<file path="src/rtl/muladd_initiator.sv">
// Sequences one multiply-add job per host request: latches operands, pulses the core, collects the result.
// Optional watchdog on the core wait, enabled by defining MULADD_INITIATOR_WATCHDOG_EN.
module muladd_initiator #(
    parameter int unsigned TIMEOUT_CYCLES = 16
) (
    input  logic        clock,
    input  logic        reset_n,
    input  logic        req_valid,
    output logic        req_ready,
    input  logic [31:0] req_a,
    input  logic [31:0] req_b,
    input  logic [31:0] req_c,
    output logic        start,
    output logic [31:0] a_in,
    output logic [31:0] b_in,
    output logic [31:0] c_in,
    input  logic        finish,
    input  logic [31:0] y_out,
    output logic        rsp_valid,
    input  logic        rsp_ready,
    output logic [31:0] rsp_y,
    output logic        rsp_timeout,
    output logic        busy,
    output logic [15:0] jobs_done
);

    typedef enum logic [1:0] {
        IDLE  = 2'd0,
        START = 2'd1,
        WAIT  = 2'd2,
        RESP  = 2'd3
    } state_t;

    if (TIMEOUT_CYCLES < 1 || TIMEOUT_CYCLES > 255) begin : g_param_check
        $error("muladd_initiator: TIMEOUT_CYCLES must be within 1..255");
    end

    state_t      state_q, state_d;
    logic [31:0] a_q, a_d;
    logic [31:0] b_q, b_d;
    logic [31:0] c_q, c_d;
    logic [31:0] y_q, y_d;
    logic [15:0] jobs_q, jobs_d;

`ifdef MULADD_INITIATOR_WATCHDOG_EN
    localparam logic [7:0] WD_LAST = 8'(TIMEOUT_CYCLES - 1);

    logic [7:0] wd_q, wd_d;
    logic       timeout_q, timeout_d;
`endif

    always_comb begin
        state_d = state_q;
        a_d     = a_q;
        b_d     = b_q;
        c_d     = c_q;
        y_d     = y_q;
        jobs_d  = jobs_q;
`ifdef MULADD_INITIATOR_WATCHDOG_EN
        wd_d      = wd_q;
        timeout_d = timeout_q;
`endif
        case (state_q)
            IDLE: begin
                if (req_valid) begin
                    a_d     = req_a;
                    b_d     = req_b;
                    c_d     = req_c;
                    state_d = START;
                end
            end
            START: begin
`ifdef MULADD_INITIATOR_WATCHDOG_EN
                wd_d = '0;
`endif
                state_d = WAIT;
            end
            WAIT: begin
                // A completion arriving on the last watchdog cycle still counts as a real result
                if (finish) begin
                    y_d     = y_out;
                    state_d = RESP;
`ifdef MULADD_INITIATOR_WATCHDOG_EN
                    timeout_d = 1'b0;
                end else if (wd_q == WD_LAST) begin
                    y_d       = '0;
                    timeout_d = 1'b1;
                    state_d   = RESP;
                end else begin
                    wd_d = wd_q + 8'd1;
`endif
                end
            end
            RESP: begin
                if (rsp_ready) begin
                    jobs_d  = jobs_q + 16'd1;
                    state_d = IDLE;
                end
            end
            default: state_d = IDLE;
        endcase
    end

    always_ff @(posedge clock or negedge reset_n) begin
        if (!reset_n) begin
            state_q <= IDLE;
            a_q     <= '0;
            b_q     <= '0;
            c_q     <= '0;
            y_q     <= '0;
            jobs_q  <= '0;
        end else begin
            state_q <= state_d;
            a_q     <= a_d;
            b_q     <= b_d;
            c_q     <= c_d;
            y_q     <= y_d;
            jobs_q  <= jobs_d;
        end
    end

`ifdef MULADD_INITIATOR_WATCHDOG_EN
    always_ff @(posedge clock or negedge reset_n) begin
        if (!reset_n) begin
            wd_q      <= '0;
            timeout_q <= 1'b0;
        end else begin
            wd_q      <= wd_d;
            timeout_q <= timeout_d;
        end
    end

    assign rsp_timeout = timeout_q;
`else
    assign rsp_timeout = 1'b0;
`endif

    assign req_ready = (state_q == IDLE);
    assign start     = (state_q == START);
    assign rsp_valid = (state_q == RESP);
    assign busy      = (state_q != IDLE);
    assign a_in      = a_q;
    assign b_in      = b_q;
    assign c_in      = c_q;
    assign rsp_y     = y_q;
    assign jobs_done = jobs_q;

endmodule

</file>
<file path="config.mk">
export PLATFORM = sky130hd
export DESIGN_NAME = muladd_initiator
export DESIGN_NICKNAME = d
export VERILOG_FILES = /design/src/rtl/muladd_initiator.sv
export SDC_FILE = /design/constraint.sdc
export NUM_CORES = 1
export LEC_CHECK = 0
export BUFFER_PORTS_ARGS = -buffer_cell sky130_fd_sc_hd__buf_2
export CORE_MARGIN = 5
export CORE_UTILIZATION = 41
export CTS_CLUSTER_DIAMETER = 150
export DETAILED_ROUTE_END_ITERATION = 10
export PLACE_DENSITY = 0.76
export RECOVER_POWER = 50
export SYNTH_ARGS = -nofsm -noshare
export SYNTH_HDL_FRONTEND = slang
export SYNTH_SLANG_ARGS = --single-unit
</file>
<file path="constraint.sdc">
create_clock -name clock -period 1.5 [get_ports clock]
set_input_delay 0.375 -clock clock [delete_from_list [all_inputs] [get_ports clock]]
set_output_delay 0.375 -clock clock [all_outputs]
set_load 0.005 [all_outputs]
</file>
# Yosys cells after proc, flatten, opt, wreduce, memory -nomap -nowiden
# Index checks and enable logic that the tools add are counted.
# word_totals
elab_cells	23
ff_bits	146
out_inout_bits	149
inputBits	133
# classes
muxes	4
add_sub_neg	1
n_eq_ne	6
n_reduce_logical	6
# ops
op	count
$add A16 B1 Y16 const B	1
$pmux W2 S4	1
$mux W2	3
$reduce_and A2 Y1	3
$eq A2 B2 Y1 const B	2
$ne A2 B2 Y1 const B	2
$reduce_and A3 Y1	1
$eq A2 B1 Y1 const B	1
$logic_not A2 Y1	1
$ne A2 B1 Y1 const B	1
$reduce_bool A2 Y1	1

# Logic depth before layout (Yosys ltp)
# depth
ltp_word	3
ltp_mapped	6
ltp_nobuf	5

# Worst setup path after synthesis
# Ideal clock, no wire load.
# synth_path
path_type	register to register
start	reg state_q[0]
end	reg a_q[0], in the netlist a_in[0]
arrival_ps	1522
stages_incl_launch_ff	7
slack_ps	-146
required_time_ps	1375
path_buffers	2
setup_time_ps	125
synth_period_minus_slack_ps	1646
cell_sequence	dfrtp_1 -> inv_1 -> ha_1 -> nand2_1 -> buf_2 -> buf_6 -> mux2_2
# synth_between
elab_chain_cells	2
# synth_lines
element	line	source
from (decl)	38	state_t state_q, state_d;
from (signal assigned)	113	state_q <= state_d;
$logic_not A2 Y1	n/a	
named net req_ready	9	output logic req_ready,
$reduce_and A2 Y1 (no line)	n/a	
to (signal assigned)	107	a_q <= '0;
to (signal assigned)	114	a_q <= a_d;
to (decl)	39	logic [31:0] a_q, a_d;
# The timed path passes the listed nets, and every way through them passes these cells.
# A chain may end at the register's enable or synchronous reset.

# Worst setup path in the final report
# layout_path
start	reg state_q[0]
end	out busy
# layout_between
elab_chain_cells	1
# layout_lines
element	line	source
$reduce_bool A2 Y1	141	assign busy = (state_q != IDLE);
to (decl)	23	output logic busy,
# Every way passes these cells.

==> flow_metrics.tcl <==
set metrics [dict create \
    globalplace.congestion 0.786 \
    leakagePower_nw 4.50 \
    ys_ff_latch 146 \
    synth_enable_flop_cells 0 \
    drtPass1Iterations 4 \
    tns_ns -9.76 \
    dp.cells 813 \
    synth_area_leader_cell "dfrtp_1" \
    num_rows 42 \
    outcome "complete, but fails checks" \
    fin_crit_ns 1.68 \
    rsz0062_at_grt "true" \
    synth_area_um2 5630 \
    dpl.hpwl_um 11000 \
    drt_iter0_markers 101 \
    drc 0 \
    cts-buffers-inserted 17 \
    die_w_um 127 \
    portBuffers 280 \
    dr_total_vias 4116 \
    hold_slack_ns 0.191 \
    path_max_fanout 4 \
    wl_per_cell_um 18.2 \
    num_antenna_cells 0 \
    relSlewSlack 0.396 \
    maxCapViolCount 0 \
    grt_use_total 0.187 \
    start_util 0.422 \
    grt_pass1_vias 4501 \
    stdcell_count 868 \
    placed_cell_area_um2 7410 \
    grt_max_degree 33 \
    violations "setup timing" \
    cts_buffer_depth 2 \
    finalWirelength_um 15800 \
    nFillCells 988 \
    viasPerCell 4.74 \
    io_pins 282 \
    synth_common_cells "dfrtp_1, mux2_2, xnor2_1" \
    synthToLayoutAreaGrowth_pct 54.1 \
    dieHeight_um 127 \
    async_flop_share 1.00 \
    layout.nets 820 \
    setup_viol 110 \
    power_density_nw_per_um2 2100 \
    cts_tree "yes" \
    final_area_um2 8680 \
    seq_area_frac_synth 0.649 \
    utilization 0.650 \
    yosysMostFrequentCell "dfrtp_1" \
    hold_path_class "input pin to flip-flop" \
    critPathKind "flip-flop to primary output" \
    synth_ff_type "dfrtp_1" \
    htree_levels 4 \
    layout-drive-gt1-share 0.725 \
    critical_path_required_ns 1.12 \
    cp.arrival_ns 1.31 \
    finalCritPeriodShare 1.12 \
    max_freq_mhz 595 \
    cts.sinks 146 \
    hold_depth 2 \
    overflow 0 \
    syn_avg_cell_area_um2 16.1 \
    r2r_cells 7 \
    total_power_mw 18.2 \
    yosys_warnings 0 \
    timing.final.ws_setup_ns -0.181 \
    synthesis.nets 487 \
    grt_pass1_wl_um 23600 \
    synth_top_area_frac 0.649 \
    coreArea_um2 13300 \
    ys_types 24 \
    endpoint_kind "primary output" \
    die_area_um2 16200 \
    clk_latency_ns 0.41 \
    antenna_found_initial 0 \
    final_hold_viol_count 0 \
    dp_slack_ns -0.0722 \
    clockRootBuffer "clkbuf_16" \
    skew_ns 0.00546 \
    netlist_instances 349 \
    startpoint_type "flip-flop" \
    worst_pin_slew_ns 0.905 \
    clk_pin_slew_ns 0.06 \
    ant_nets 0 \
    ir_worst_vdd_mv 1.16 \
    ys_top_cells_by_area "dfrtp_1, mux2_2, xnor2_1, ha_1, buf_2" \
    final_max_slew_viol_count 0 \
]
## worst max-delay path, cell delays in order (launching register included)
cell and delay, ns:
dfrtp_1 0.42, inv_2 0.10, ha_4 0.14, buf_6 0.10, inv_2 0.02, buf_2 0.11
## cell type report
class                           instances  area [um2]  share of cell area
Inverter                                6        22.5             0.00260
Clock buffer                           18         429              0.0495
Clock inverter                         11         118              0.0136
Multi-Input combinational cell        184        2110               0.244
Sequential cell                       146        3650               0.421
Tap cell                              176         220              0.0254
Timing Repair Buffer                  327        2120               0.244
## flip-flops by register name (all words and copies together) (netlist names)
name / flops
c_in: 32
jobs_done: 16
b_in: 32
state_q: 2
a_in: 32
rsp_y: 32
## layer usage
metal / GRT usage / share of wire
met1: 0.209 / 0.38
met2: 0.335 / 0.53
met3: 0.0639 / 0.083
met4: 0.0593 / 0.016
met5: 0 / 0
## path summary, 6_finish.rpt
check | start | end | slack, ns
hold / removal | req_c[11] | c_in[11]$_DFFE_PN0P_ | 0.19
setup reg to reg | state_q[0]$_DFFE_PN0P_ | c_in[15]$_DFFE_PN0P_ | -0.18
max in group asynchronous | reset_n | rsp_y[27]$_DFFE_PN0P_ | 0.15
setup / recovery | state_q[0]$_DFFE_PN0P_ | busy | -0.18
min in group asynchronous | reset_n | jobs_done[3]$_DFFE_PN0P_ | 0.62
hold reg to reg | jobs_done[15]$_DFFE_PN0P_ | jobs_done[15]$_DFFE_PN0P_ | 0.49
## power breakdown
| group | total [mW] | switching, mW | internal (mW) |
|---|---|---|---|
| clock network | 3.94 | 1.54 | 2.40 |
| registers | 6.82 | 0.990 | 5.83 |
| logic | 7.44 | 2.87 | 4.57 |
## logic make-up (layout without fill, tap and decap cells)
group | after synthesis | in the layout | share of synthesized area
muxes | 129 | 129 | 0.258
and+or+nand+nor | 30 | 31 | 0.0322
AOI/OAI and AO/OA | 3 | 3 | 0.00422
xor gates and xnor gates | 15 | 15 | 0.0233
other | 1 | 1 | 0.000666
adders and majority gates | 5 | 5 | 0.0111
buffers and inverters | 20 | 362 | 0.0213
DFF | 146 | 146 | 0.649
## timing repair
| item | in CTS | in global routing |
|---|---|---|
| pin swaps | 7 | 5 |
| hold buffers | 1 | 0 |
| endpoints found under the setup margin | 85 | 144 |
| cloned | 7 | 5 |
| endpoints found under the hold margin | 24 | 0 |
| resized for setup | 39 | 35 |
| setup buffers | 10 | 3 |
## cell usage in the layout, fill, tap and decap left out, types with 7 or more instances in the layout
| cell type | n |
|---|---|
| buf_2 | 279 |
| dfrtp_1 | 146 |
| mux2_2 | 98 |
| mux2_4 | 31 |
| clkbuf_16 | 21 |
| buf_4 | 16 |
| xnor2_1 | 10 |
| nand3_1 | 9 |
| buf_6 | 8 |
| buf_12 | 8 |
| buf_16 | 7 |
(Power assumes the default switching activity.)
